<file path="config.mk">
export PLATFORM = sky130hd
export DESIGN_NAME = instr_fetch_unit
export DESIGN_NICKNAME = d
export VERILOG_FILES = /design/src/rtl/fetch_pkg.sv /design/src/rtl/fetch_queue.sv /design/src/rtl/instr_fetch_unit.sv
export SDC_FILE = /design/constraint.sdc
export NUM_CORES = 1
export LEC_CHECK = 0
export CORE_MARGIN = 3
export CORE_UTILIZATION = 47
export CTS_BUF_LIST = sky130_fd_sc_hd__clkbuf_2
export DETAILED_ROUTE_END_ITERATION = 8
export GPL_TIMING_DRIVEN = 0
export PLACE_DENSITY_LB_ADDON = 0.15
export SYNTH_ARGS = -nofsm -noshare
export SYNTH_HDL_FRONTEND = slang
export SYNTH_HIERARCHICAL = 1
export SYNTH_SLANG_ARGS = --single-unit
</file>
<file path="constraint.sdc">
create_clock -name clock -period 2.5 [get_ports clock]
set_input_delay 0.5 -clock clock [delete_from_list [all_inputs] [get_ports clock]]
set_output_delay 0.5 -clock clock [all_outputs]
set_load 0.005 [all_outputs]
</file>
<file path="src/rtl/fetch_pkg.sv">
// Shared types and constants for the instruction fetch unit.
package fetch_pkg;

   // Fetch control states; encoding is visible on debug taps, keep it fixed.
   typedef enum logic [1:0] {
      ST_IDLE  = 2'd0,
      ST_RUN   = 2'd1,
      ST_FAULT = 2'd2
   } fetch_state_e;

   localparam int          FETCH_Q_DEPTH = 2;
   localparam logic [31:0] PC_STEP       = 32'd4;

   // One buffered instruction together with the address it came from.
   typedef struct packed {
      logic [31:0] pc;
      logic [31:0] instr;
   } fetch_entry_t;

endpackage

</file>
<file path="src/rtl/fetch_queue.sv">
// Two-entry FIFO of {pc, instr}. Flush wins over push/pop. The owner
// guarantees no push into a full queue unless a pop happens on the same edge,
// and no pop from an empty queue.
module fetch_queue
   import fetch_pkg::*;
(
   input  logic         clock,
   input  logic         reset_n,
   input  logic         push_i,
   input  logic         pop_i,
   input  logic         flush_i,
   input  fetch_entry_t din_i,
   output fetch_entry_t head_o,
   output logic [1:0]   count_o
);

   fetch_entry_t [FETCH_Q_DEPTH-1:0] slot_q;
   logic                             rd_ptr_q;
   logic                             wr_ptr_q;
   logic [1:0]                       count_q;

   // Storage, pointers and occupancy; a full queue has wr_ptr == rd_ptr, so a
   // push alongside a pop overwrites the slot being retired.
   always_ff @(posedge clock or negedge reset_n) begin
      if (!reset_n) begin
         slot_q   <= '0;
         rd_ptr_q <= 1'b0;
         wr_ptr_q <= 1'b0;
         count_q  <= 2'd0;
      end else if (flush_i) begin
         rd_ptr_q <= 1'b0;
         wr_ptr_q <= 1'b0;
         count_q  <= 2'd0;
      end else begin
         if (push_i) begin
            slot_q[wr_ptr_q] <= din_i;
            wr_ptr_q         <= ~wr_ptr_q;
         end
         if (pop_i) rd_ptr_q <= ~rd_ptr_q;
         count_q <= count_q + {1'b0, push_i} - {1'b0, pop_i};
      end
   end

   assign head_o  = slot_q[rd_ptr_q];
   assign count_o = count_q;

endmodule

</file>
<file path="src/rtl/instr_fetch_unit.sv">
// Instruction fetch unit: boots a program image into the RAM while IDLE,
// then fetches sequentially into a 2-entry queue feeding decode.
// Optional feature: define FETCH_MISALIGN_EN to trap misaligned redirects
// into the FAULT state; otherwise redirect targets are forced word-aligned.
module instr_fetch_unit
   import fetch_pkg::*;
#(
   parameter int          MemDepthInBitWidth = 16,
   parameter logic [31:0] RESET_PC           = 32'h0000_0000
) (
   input  logic                          clock,
   input  logic                          reset_n,
   input  logic                          start,
   input  logic                          stop,
   input  logic                          load_valid,
   input  logic [31:0]                   load_data,
   output logic                          load_ready,
   output logic [MemDepthInBitWidth-1:0] mem_addr,
   output logic                          mem_we,
   output logic [31:0]                   mem_d,
   input  logic [31:0]                   mem_q,
   input  logic                          redirect_valid,
   input  logic [31:0]                   redirect_pc,
   output logic                          instr_valid,
   input  logic                          instr_ready,
   output logic [31:0]                   instr_data,
   output logic [31:0]                   instr_pc,
   output logic                          fetch_fault
);

   localparam int AW = MemDepthInBitWidth;

   fetch_state_e  state_q, state_d;
   logic [31:0]   pc_q, pc_d;
   logic [AW-1:0] load_ptr_q, load_ptr_d;

   logic          q_push, q_pop, q_flush;
   logic [1:0]    q_count;
   fetch_entry_t  q_din, q_head;

   logic          idle, run;

   assign idle  = (state_q == ST_IDLE);
   assign run   = (state_q == ST_RUN);
   assign q_din = '{pc: pc_q, instr: mem_q};
   // A pop that coincides with a flush is simply dropped inside the queue.
   assign q_pop = instr_valid && instr_ready;

   // State, PC and boot pointer registers.
   always_ff @(posedge clock or negedge reset_n) begin
      if (!reset_n) begin
         state_q    <= ST_IDLE;
         pc_q       <= RESET_PC;
         load_ptr_q <= '0;
      end else begin
         state_q    <= state_d;
         pc_q       <= pc_d;
         load_ptr_q <= load_ptr_d;
      end
   end

   // Next-state, PC update and queue control; stop outranks start and redirect.
   always_comb begin
      state_d    = state_q;
      pc_d       = pc_q;
      load_ptr_d = load_ptr_q;
      q_push     = 1'b0;
      q_flush    = 1'b0;
      case (state_q)
         ST_IDLE: begin
            if (load_valid) load_ptr_d = load_ptr_q + AW'(PC_STEP);
            if (!stop && start) begin
               state_d = ST_RUN;
               pc_d    = RESET_PC;
               q_flush = 1'b1;
            end
         end
         ST_RUN: begin
            if (stop) begin
               state_d = ST_IDLE;
               q_flush = 1'b1;
            end else if (redirect_valid) begin
               q_flush = 1'b1;
`ifdef FETCH_MISALIGN_EN
               if (redirect_pc[1:0] != 2'b00) state_d = ST_FAULT;
               else                           pc_d    = redirect_pc;
`else
               pc_d = redirect_pc & ~32'd3;
`endif
            end else begin
               q_push = (q_count < 2'(FETCH_Q_DEPTH)) || q_pop;
               if (q_push) pc_d = pc_q + PC_STEP;
            end
         end
         ST_FAULT: begin
            if (stop) state_d = ST_IDLE;
         end
         default: state_d = ST_IDLE;
      endcase
   end

   fetch_queue u_queue (
      .clock   (clock),
      .reset_n (reset_n),
      .push_i  (q_push),
      .pop_i   (q_pop),
      .flush_i (q_flush),
      .din_i   (q_din),
      .head_o  (q_head),
      .count_o (q_count)
   );

   // Boot port is only live in IDLE; gating with reset_n forces all outputs
   // low the moment reset asserts, before any clock edge.
   assign load_ready  = idle && reset_n;
   assign mem_we      = idle && reset_n && load_valid;
   assign mem_d       = (idle && reset_n) ? load_data : 32'd0;
   assign mem_addr    = idle ? load_ptr_q : pc_q[AW-1:0];

   assign instr_valid = run && (q_count != 2'd0);
   assign instr_data  = instr_valid ? q_head.instr : 32'd0;
   assign instr_pc    = instr_valid ? q_head.pc    : 32'd0;

`ifdef FETCH_MISALIGN_EN
   assign fetch_fault = (state_q == ST_FAULT);
`else
   assign fetch_fault = 1'b0;
`endif

endmodule

</file>
# After elaboration in Yosys (flattened, before gate mapping)
# Cells that the tools add are included.
# W data, S select, Z words.
[classes]
n_reduce_logical = 18
eq_ne = 6
n_addsub = 4
mul = 0
n_div = 0
n_lt_le_gt_ge = 4
bitwise = 3
n_shift = 0
n_mux = 29
[ops]
columns = ["operator", "n"]
rows = [
  ["$mux W32", 7],
  ["$mux W64", 3],
  ["$bwmux W128", 1],
  ["$demux W64 S1", 1],
  ["$pmux W32 S2", 1],
  ["$add A32 B3 Y32 const B", 1],
  ["$add A16 B3 Y16 const B", 1],
  ["$mux W16", 1],
  ["$mux W1", 10],
  ["$reduce_bool A2 Y1", 4],
  ["$logic_and A1 B1 Y1", 6],
  ["$mux W2", 3],
  ["$reduce_and A2 Y1", 3],
  ["$lt A1 B2 Y1 const B", 2],
  ["$ne A2 B1 Y1 const B", 2],
  ["$pmux W2 S2", 1],
  ["$reduce_and A4 Y1", 1],
  ["$ne A3 B2 Y1 const B", 1],
  ["$not A1 Y1", 3],
  ["$add A2 B1 Y2", 1],
  ["$eq A2 B1 Y1 const B", 1],
  ["$eq A2 B2 Y1 const B", 1],
  ["$logic_not A2 Y1", 1],
  ["$lt A2 B2 Y1 const B", 1],
  ["7 further kinds", 7],
]
[word_totals]
memories = 0
elab_cells = 74
mem_bits_ro = 0
output_inout_bits = 116
mem_bits_rw = 0
reg_bits = 182
latchBits = 0
in_bits = 103

# Longest topological paths before layout
# Gate-level depths: netlist (run 1).
[depth]
word_depth = 10
ltp_mapped = 9
depth_no_buf = 7

# Cells and area by module
# Netlist (run 1), hierarchy kept.
[by_module_without_submodules]
columns = ["mod", "seq_area_each_um2", "instances", "area_per_inst_um2", "cells_each"]
rows = [
  ["fetch_queue", 3303.2, 1, 6048.3, 358],
  ["instr_fetch_unit", 1126.1, 1, 3482.1, 423],
]

# Worst setup path after synthesis (run 1)
# Ideal clock, no wire load.
[synth_path]
kind = "reg2reg"
from = "reg state_q[0]"
to = "reg u_queue/slot_q[100] in the netlist's numbering"
required_time_ns = 2.375
path_buffers = 5
stages_incl_launch_ff = 10
setup_time_ns = 0.125
path_slack_ns = 0.086
arrival_time_ns = 2.289
period_less_slack_ns = 2.414
cell_sequence = "dfrtp_1 buf_2 clkbuf_1 clkbuf_1 a21oi_1 a31oi_1 nand3b_1 buf_6 buf_12 mux2_4"
[synth_between]
word_cells_on_any_way = 11
classes_between = "1 x eq/ne; 4 x mux; 1 x bitwise; 5 x reduce/logical"
[synth_lines]
columns = ["item", "line_no", "text"]
rows = [
  ["start, declared", "instr_fetch_unit.sv:33", "fetch_state_e state_q, state_d;"],
  ["start signal, assigned", "instr_fetch_unit.sv:56", "state_q <= state_d;"],
  ["$eq A2 B1 Y1 or $logic_not A2 Y1 (tied branches)", "instr_fetch_unit.sv:69", "case (state_q)"],
  ["$pmux W1 S2 *", "instr_fetch_unit.sv:69", ""],
  ["via q_flush", "instr_fetch_unit.sv:37", "logic q_push, q_pop, q_flush;"],
  ["$not A1 Y1 (no source line) *", "--", ""],
  ["$reduce_and A2 Y1 (no source line) *", "--", ""],
  ["end signal, assigned by index", "fetch_queue.sv:36", "slot_q[wr_ptr_q] <= din_i;"],
  ["end, declared", "fetch_queue.sv:17", "fetch_entry_t [FETCH_Q_DEPTH-1:0] slot_q;"],
]
# The timed path passes the listed nets; every way through them passes the cells marked *.
# A chain may end at the register's enable or synchronous reset.

==> flow_metrics.py, run 1 <==
metrics = {
    "outcome": {
        "violations": "negative hold slack, negative setup slack",
        "status": "finished with violations",
    },
    "finish": {
        "final_util_pct": 72.3,
        "final_nets": 1220,
        "fillers": 1355,
        "drive_gt1_share_pct": 51.0,
        "area_delta_synth_final_pct": 49.5,
    },
    "yosys": {
        "synth_cells": 781,
        "postSynthAreaPerCell_sq_um": 12.2,
        "ys_seq_area_share_pct": 46.5,
        "synth-async-reset-ratio_pct": 100,
        "synthFlopType": "dfrtp_1",
        "yosysTopAreaCell": "dfrtp_1",
        "synth-seq-cells": 177,
        "mappedNetlistArea_sq_um": 9530,
        "yosysTopAreaCellShare_pct": 46.5,
        "yosysWarnings": 6,
        "synthTopCellsByArea": "dfrtp_1 (46%), mux2_2 (17%), mux2_4 (9.5%), and2_1 (6.8%), o21ai_0 (1.9%)",
        "synth_cell_type_count": 55,
        "synth_edf_count": 0,
    },
    "worst_setup_path": {
        "regToRegEndpoint": "u_queue/slot_q[104]$_DFFE_PN0P_",
        "cp.arrival_ns": 2.31,
        "worstSetupEndpoint": "instr_data[11]",
        "cp_max_fo": 7,
        "critical_path_class": "register to primary output",
        "end_kind": "primary output",
        "r2r_cells": 10,
        "crit_start": "u_queue/rd_ptr_q$_DFFE_PN0P_",
        "rr_startpoint": "u_queue/count_o[1]$_DFF_PN0_",
        "start_kind": "register",
        "rrSetupSlack_ns": 0.01,
        "cp.required_ns": 2.00,
    },
    "timing": {
        "fin_crit_ns": 2.81,
        "finalSetupViolations": 101,
        "finalHoldWorstSlack_ns": -0.338,
        "fin_crit_sh_pct": 112,
        "fin_setup_tns_ns": -14.55,
        "max_freq_mhz": 356,
        "worst_slack_ns": -0.309,
        "clock_skew_ns": 0.0297,
        "report.final.slew_viol_count": 0,
        "rsz0062_at_grt": "yes",
        "tightest_slew_ns": 0.857,
        "hold_viol_final": 87,
        "max-slew-margin-rel_pct": 42.8,
    },
    "global_routing": {
        "grt.total_usage_pct": 24.8,
        "grt_max_degree": 91,
        "grt_remaining_overflow": 0,
        "antenna_found_initial": 1,
        "grt_pass1_vias": 7755,
        "grt_pass1_wl_um": 42600,
    },
    "clocking": {
        "clkTransAtPathRegs_ns": 0.29,
        "htree_num_levels": 4,
        "cts-root-buf": "clkbuf_2",
        "cts_sinks": 177,
        "clockBufferDepth": 2,
        "numCtsBuffers": 17,
        "clock_latency_ns": 0.77,
        "cts_tree": "done",
    },
    "route": {
        "post_drt_wl_per_cell_um": 20.2,
        "first_pass_iters": 5,
        "via_per_inst": 5.36,
        "num_vias": 7461,
        "drt_iter0_drc": 480,
        "antenna_left": 0,
        "wl_um": 28200,
        "route.detailed.drc": 0,
    },
    "pwr": {
        "vdd_drop_max_uv": 325,
        "p_per_area_nw_per_um2": 539,
        "p_leak_nw": 6.92,
    },
    "floorplanning": {
        "num_rows": 51,
        "die_area_sq_um": 22000,
        "die_width_um": 148,
        "die_h_um": 148,
        "num_io_pins": 219,
        "start_util_pct": 48.3,
        "core-area_sq_um": 19700,
    },
    "job": {
        "max_cap_viol_count": 0,
    },
    "place": {
        "place_congestion": 0.821,
        "port_buffers": 213,
        "post-dp-hpwl_um": 17600,
    },
    "min_path": {
        "hold_path.class": "input pin to async pin",
    },
}
[per-stage QoR]
stage	worst slack (ns)	std cells	hold WS (ns)	power (W)	cell area, sq um
6_report	-0.309	1392	-0.338	0.00768	14200
5_1_grt	-0.435	1392	-0.400	0.00808	14200
4_1_cts	-0.407	1389	-0.382	0.00748	13800
3_5_place_dp	-0.837	1266	0.471	0.00544	12000
3_3_place_gp	-6.78	1265	0.459	0.00539	12000
2_1_floorplan	0.0862	787	0.204	0.00467	9550
[cells in the final DEF, fill, tap and decap left out, types with 25 or more instances in the layout]
cell type        synthesis  final
clkdlybuf4s50_1          0     99
buf_4                    5     28
and2_1                 103     29
buf_2                   11     28
clkbuf_2                 0     25
mux2_2                 141     53
dfrtp_1                177    176
nand2_1                 33     32
and2_4                   0     74
o21ai_0                 36     35
buf_6                    8    135
mux2_4                  60    151
[Yosys cell counts, types with 5 or more instances]
cell,number
and3_1,5
buf_4,5
dfrtp_1,177
mux2_1,5
buf_6,8
nand4_1,14
o21ai_0,36
xor2_1,11
buf_2,11
a21oi_1,10
xnor2_1,17
clkbuf_1,19
a31oi_1,5
nand3_1,21
nor2_1,21
inv_1,10
mux2_2,141
buf_12,6
mux2_4,60
nand2_1,33
a22oi_1,6
and2_1,103
[worst max-delay path, stage by stage (launching register included)]
cell	delay, ns
dfrtp_2	0.50
buf_12	0.16
buf_8	0.13
buf_16	0.13
buf_6	0.11
mux2_4	0.28
and2_1	0.13
buf_2	0.12
[worst min-delay path by stage]
stage,start,endpoint,slack (ns)
2_1_floorplan,reset_n,load_ptr_q[10]$_DFFE_PN0P_,0.20
3_3_place_gp,load_ptr_q[15]$_DFFE_PN0P_,load_ptr_q[15]$_DFFE_PN0P_,0.46
3_5_place_dp,u_queue/slot_q[49]$_DFFE_PN0P_,u_queue/slot_q[49]$_DFFE_PN0P_,0.47
4_1_cts,reset_n,u_queue/slot_q[90]$_DFFE_PN0P_,-0.38
5_1_grt,reset_n,u_queue/slot_q[92]$_DFFE_PN0P_,-0.40
6_report,reset_n,u_queue/slot_q[26]$_DFFE_PN0P_,-0.34
[registers in the layout (all words and copies together) (netlist names)]
register          cells
load_ptr_q           14
pc_q                 30
state_q               1
u_queue/count_o       2
u_queue/rd_ptr_q      1
u_queue/slot_q      128
u_queue/wr_ptr_q      1
[routing by layer]
layer,vias to the layer above,wire (um),global-route usage (%)
li1,3408,-,-
met1,3724,11600,31.4
met2,280,14000,42.7
met3,49,1860,6.06
met4,0,697,7.02
met5,-,0,0
[timing repair]
action	in CTS	in global routing
pin swaps	37	16
gates cloned	20	3
buffers inserted	73	28
endpoints found under the setup margin	241	242
gates resized for setup	680	197
hold endpoints to repair	87	87
[power breakdown]
part	switching (W)	internal, W
Combinational	0.000760	0.00158
Sequential	0.000386	0.00334
Clock	0.00112	0.000499
[final cells by class]
type	instances	area (sq um)	area share, %
Multi-Input combinational cell	551	5300	37.2
Sequential cell	177	4430	31.1
Timing Repair Buffer	318	3380	23.7
Buffer	38	509	3.57
Tap cell	265	332	2.33
Clock inverter	15	174	1.22
Clock buffer	17	85.1	0.597
Inverter	10	41.3	0.290
Antenna cell	1	2.50	0.0176
[logic make-up after synthesis]
logic type | synth area share, %
buffers and inverters | 4.36
DFF | 46.5
xor gates and xnor gates | 2.81
muxes | 27.1
and+or+nand+nor | 13.6
other | 0.0393
AOI/OAI and AO/OA | 5.05
adders and majority gates | 0.525
No activity file was read; power rests on OpenSTA's default activity.
==> run 2: changes to the inputs <==
- CORE_MARGIN: 3 -> 5
- CORE_UTILIZATION: 47 -> 60
- DONT_BUFFER_PORTS: unset -> 1
==> run 2 against run 1 <==
Compared with the run above: largest cell class unchanged; largest power group unchanged; the run ends with negative hold slack left; core utilization up 0.46 points; die area shrank 16%; non-clock buffer count down 228; clock skew shrank 0.0046 ns.
==> flow_metrics.py, run 2 (synthesized netlist as in run 1, its figures left out) <==
metrics = {
    "floorplanning": {
        "num_io_pins": 219,
        "die_area_sq_um": 18500,
        "num_rows": 46,
        "die_width_um": 136,
        "core-area_sq_um": 15700,
        "die_h_um": 136,
        "start_util_pct": 60.7,
    },
    "global_routing": {
        "grt.total_usage_pct": 25.6,
        "grt_pass1_wl_um": 37200,
        "grt_remaining_overflow": 0,
        "grt_max_degree": 179,
        "antenna_found_initial": 1,
        "grt_pass1_vias": 6888,
    },
    "timing": {
        "finalSetupViolations": 0,
        "fin_crit_sh_pct": 99.9,
        "hold_viol_final": 177,
        "fin_crit_ns": 2.50,
        "tightest_slew_ns": 0.918,
        "max_freq_mhz": 400,
        "finalHoldWorstSlack_ns": -0.546,
        "report.final.slew_viol_count": 0,
        "fin_setup_tns_ns": 0,
        "max-slew-margin-rel_pct": 38.6,
        "worst_slack_ns": 0.00217,
        "clock_skew_ns": 0.0251,
        "rsz0062_at_grt": "yes",
    },
    "pwr": {
        "p_per_area_nw_per_um2": 588,
        "p_leak_nw": 5.44,
        "vdd_drop_max_uv": 427,
    },
    "clocking": {
        "htree_num_levels": 4,
        "numCtsBuffers": 17,
        "cts-root-buf": "clkbuf_2",
        "clock_latency_ns": 0.71,
        "clkTransAtPathRegs_ns": 0.22,
        "cts_tree": "done",
        "clockBufferDepth": 2,
        "cts_sinks": 177,
    },
    "min_path": {
        "hold_path.class": "input pin to async pin",
    },
    "finish": {
        "seq_area_sq_um": 4430,
        "drive_gt1_share_pct": 39.9,
        "top_register": "u_queue/slot_q",
        "largest_reg_flops": 128,
        "layout.cells.most_common": "dfrtp_1",
        "final_cells": 1110,
        "area_delta_synth_final_pct": 19.9,
        "layout_top_registers": "u_queue/slot_q x128, pc_q x30, load_ptr_q x14",
        "final_nets": 991,
        "fillers": 1101,
        "multi_input_area_sq_um": 5070,
        "final_cell_mix": "dfrtp_1 (176), mux2_4 (110), mux2_2 (91)",
    },
    "worst_setup_path": {
        "cp_cell_sequence": "buf_12 > buf_12 > mux2_2 > and2_4",
        "critical_path_class": "register to primary output",
        "end_kind": "primary output",
        "cp_slowest_stage_delay_ns": 0.47,
        "worst_path_most_repeated_cell": "buf_12",
        "cp_top_family": "flip-flops",
        "worstSetupEndpoint": "instr_data[14]",
        "rr_startpoint": "u_queue/count_o[1]$_DFF_PN0_",
        "cp_slowest_cell": "dfrtp_2",
        "cp.arrival_ns": 2.00,
        "r2r_cells": 7,
        "crit_start": "u_queue/rd_ptr_q$_DFFE_PN0P_",
        "crit_cells": 4,
        "cp_max_fo": 10,
        "start_kind": "register",
        "cp.required_ns": 2.00,
        "rrSetupSlack_ns": 0.09,
        "regToRegEndpoint": "u_queue/slot_q[9]$_DFFE_PN0P_",
        "critical_path_buf_inv_count": 2,
    },
    "place": {
        "port_buffers": 0,
        "place_inst": 1003,
        "place_congestion": 0.852,
        "dp_slack_ns": -0.492,
        "post-dp-hpwl_um": 16400,
    },
    "route": {
        "antenna_left": 0,
        "post_drt_wl_per_cell_um": 21.7,
        "via_per_inst": 5.82,
        "drt_iter0_drc": 484,
        "wl_um": 24100,
        "route.detailed.drc": 0,
        "first_pass_iters": 6,
        "num_vias": 6456,
    },
    "outcome": {
        "status": "finished with violations",
        "violations": "negative hold slack",
    },
    "job": {
        "max_cap_viol_count": 0,
    },
}
==> run 2: per-layer routing <==
metal / track usage, % / up-vias / part of all wire [%] / wire (um)
met1: 33.5 / 3296 / 42 / 10200
li1: - / 2936 / - / -
met2: 43.2 / 204 / 51 / 12300
met5: 0 / - / 0 / 0
met4: 6.05 / 0 / 1.2 / 301
met3: 6.48 / 20 / 5.5 / 1330
==> run 2: final cells by class <==
cell class | instances | area share [%]
buffer | 49 | 5.26
clock buffer | 20 | 0.876
multi-input combinational | 550 | 44.4
inverter | 10 | 0.350
sequential | 177 | 38.8
antenna | 1 | 0.0219
clock inverter | 8 | 0.810
tap | 216 | 2.36
timing repair buffer | 79 | 7.15
==> run 2: where the power goes <==
part | total (W) | internal [W] | switching (W)
logic | 0.00164 | 0.00107 | 0.000571
clock network | 0.00136 | 0.000439 | 0.000917
registers | 0.00372 | 0.00334 | 0.000385
total | 0.00672 | 0.00484 | 0.00187
==> run 2: stage by stage <==
step	utilization, %	total power (W)	cell area [sq um]
2_1_floorplan	-	0.00467	9550
3_3_place_gp	62.5	0.00490	9820
3_5_place_dp	62.5	0.00500	9820
4_1_cts	70.3	0.00656	11000
5_1_grt	72.7	0.00707	11400
6_report	72.7	0.00672	11400
==> run 2: how the worst min path moves through the flow <==
stage                                           to  slack (ns)  cells past startpoint
floorplan               load_ptr_q[10]$_DFFE_PN0P_        0.20                      0
global placement    u_queue/slot_q[92]$_DFFE_PN0P_        0.21                      0
detailed placement  u_queue/slot_q[92]$_DFFE_PN0P_        0.21                      0
CTS                            pc_q[2]$_DFFE_PN0P_       -0.63                      0
global route        u_queue/slot_q[93]$_DFFE_PN0P_       -0.64                      0
finish              u_queue/slot_q[26]$_DFFE_PN0P_       -0.55                      0
==> run 2: repair_timing <==
action | 4_1_cts | 5_1_grt
endpoints found under the setup margin | 236 | 164
hold endpoints to repair | 270 | 178
pin swaps | 0 | 1
setup buffers | 6 | 6
hold buffers | 63 | 1
resized for setup | 114 | 79
gates cloned | 0 | 3
==> RTL edit (settings of run 2) <==
Encoding of `fetch_state_e`: now one-hot (3 bits for 3 states).
--- a/src/rtl/fetch_pkg.sv
+++ b/src/rtl/fetch_pkg.sv
@@ -3,8 +3,8 @@
 
    // Fetch control states; encoding is visible on debug taps, keep it fixed.
-   typedef enum logic [1:0] {
-      ST_IDLE  = 2'd0,
-      ST_RUN   = 2'd1,
-      ST_FAULT = 2'd2
+   typedef enum logic [2:0] {
+      ST_IDLE  = 3'b001,
+      ST_RUN   = 3'b010,
+      ST_FAULT = 3'b100
    } fetch_state_e;
 
Check against the original RTL: same outputs for any inputs over 4 cycles, from zero or initial values and one cycle with reset_n low; so few cycles prove little.
==> RTL edit against run 2 <==
  * Worst setup slack got worse by 0.21 ns
  * Final area increased by 1.6%
  * Largest cell class unchanged
  * Die area increased by 1.8%
  * Sequential cell count up 1
  * Final cell count up 4.2%
  * Clock skew up 0.014 ns
  * Total power up 26%
  * Utilization up 0.38 points
  * Maximum frequency is 7.7% lower
  * Area after synthesis grew 2.0%
  * The flow finishes with violations (negative hold slack, negative setup slack)
  * Wire length increased by 12%
  * First-iteration DRC count grew 2.1%
==> RTL edit: results <==
[run_status]
status = complete, but fails checks
violations = negative hold slack, negative setup slack

[grt]
grt_max_degree = 186
grt_pass1_vias = 7542
grt_pass1_wl_um = 41600
grtUsageTotal_pct = 28.8

[final_layout]
drive_gt1_share_pct = 41.3
largestRegisters = u_queue/slot_q: 128 flops, pc_q: 30 flops, load_ptr_q: 14 flops
n_fill_cell = 1117
register_area_um2 = 4460

[drt]
dr.first_iter.drc_count = 494
vias_per_cell = 6.01
drtPass1Iterations = 5
routed_wl_um = 26900
routedWlPerCell_um = 23.3

[placement]
dpl.hpwl_um = 18000
post_dp_cell_area_um2 = 10000
port_buffers = 0
gp_congestion = 0.902
place_inst = 1041
pre_cts_ws_ns = -0.618

[clocking]
cts-hold-fix-buffers = 66
path_clk_slew_ns = 0.27

[worst_setup_path]
critPathMaxStageDelay_ns = 0.62
critical_path.top_delay_family = compound AO/OA/AOI/OAI gates
slowest_stage = dfstp_2
r2r_start = state_q[0]$_DFFE_PN1P_
cp.arrival_ns = 3.32

[synthesis]
ys_top_cells_by_count = dfrtp_1, mux2_2, and2_1, mux2_4, and3_1
synth_area_leaders = dfrtp_1, mux2_2, mux2_4, and2_1, and3_1
yosys_warnings = 6
ys_seq_area_share_pct = 45.8
synth_cell_type_count = 64
synth.avg_cell_area_um2 = 11.9

[power_and_ir_drop]
p_leak_nw = 5.60
ir_worst_vdd_v = 0.000590

[sta]
setup_viol = 123
slew_headroom_pct = 45.6
layout_setup_ws_ns = -0.207
fin_skew_ns = 0.0391
tns_ns = -15.58
hold_violations = 178
holdWs_ns = -0.570
-- RTL edit: changes by cell type in the layout (fill, tap and decap cells not counted), moves of 7 or more --
cell / change
and3_4: +16
buf_12: -7
and3_1: +20
mux2_4: -48
and2_1: -38
mux2_2: +49
-- RTL edit: area by class of cell --
cell class	instances	area share, %
multi-input combinational	582	44.3
sequential	178	38.4
timing repair buffer	82	7.25
buffer	56	5.32
tap	216	2.33
clock inverter	15	1.34
clock buffer	17	0.733
inverter	9	0.291
antenna	2	0.0431
-- RTL edit: power breakdown --
part / leakage (nW) / switching [W] / total (W) / internal, W
logic: 3.03 / 0.00145 / 0.00307 / 0.00162
registers: 2.43 / 0.000464 / 0.00389 / 0.00342
clock network: 0.137 / 0.00104 / 0.00151 / 0.000468
-- RTL edit: metal layers --
| layer | up-vias | share of wire, % | GRT usage [%] | wire, um |
|---|---|---|---|---|
| li1 | 3124 | - | - | - |
| met1 | 3508 | 40 | 35.7 | 10700 |
| met2 | 284 | 52 | 51.2 | 13900 |
| met3 | 33 | 6.5 | 6.06 | 1760 |
| met4 | 0 | 2.0 | 7.71 | 530 |
| met5 | - | 0 | 0 | 0 |
-- RTL edit: how the worst max path moves through the flow --
stage               depth (start not counted)  slack [ns]                         endpoint                    from
global route                                6       -0.31                   instr_data[16]  state_q[0]$_DFFE_PN1P_
CTS                                         4       -0.27                      mem_addr[8]  state_q[0]$_DFFE_PN1P_
floorplan                                   9       0.001  u_queue/slot_q[100]$_DFFE_PN0P_  state_q[0]$_DFFE_PN1P_
finish                                      7       -0.21             pc_q[21]$_DFFE_PN0P_  state_q[0]$_DFFE_PN1P_
global placement                            8       -0.54   u_queue/slot_q[99]$_DFFE_PN0P_          redirect_valid
detailed placement                          9       -0.62   u_queue/slot_q[68]$_DFFE_PN0P_  state_q[0]$_DFFE_PN1P_
-- RTL edit: timing repair --
action | CTS | global route
buffers inserted | 8 | 2
resized for setup | 142 | 23
hold endpoints to repair | 277 | 178
cloned | 6 | 1
pin swaps | 38 | 16
endpoints found under the setup margin | 271 | 237
-- RTL edit: kinds of logic after synthesis --
logic type      synth area share [%]
buf+inv                         4.44
compound gates                  5.16
flops                           45.8
fa+ha+maj                      0.772
other cells                   0.0386
mux                             26.5
xor+xnor                        2.12
simple gates                    15.1
-- RTL edit: worst register-to-register path: stages, from the launching register on --
cell and delay, ns:
dfstp_2 0.62, inv_2 0.06, ha_4 0.24, a21oi_1 0.54, nand2_1 0.35, clkbuf_1 0.34
a22oi_1 0.35, nand3_1 0.11
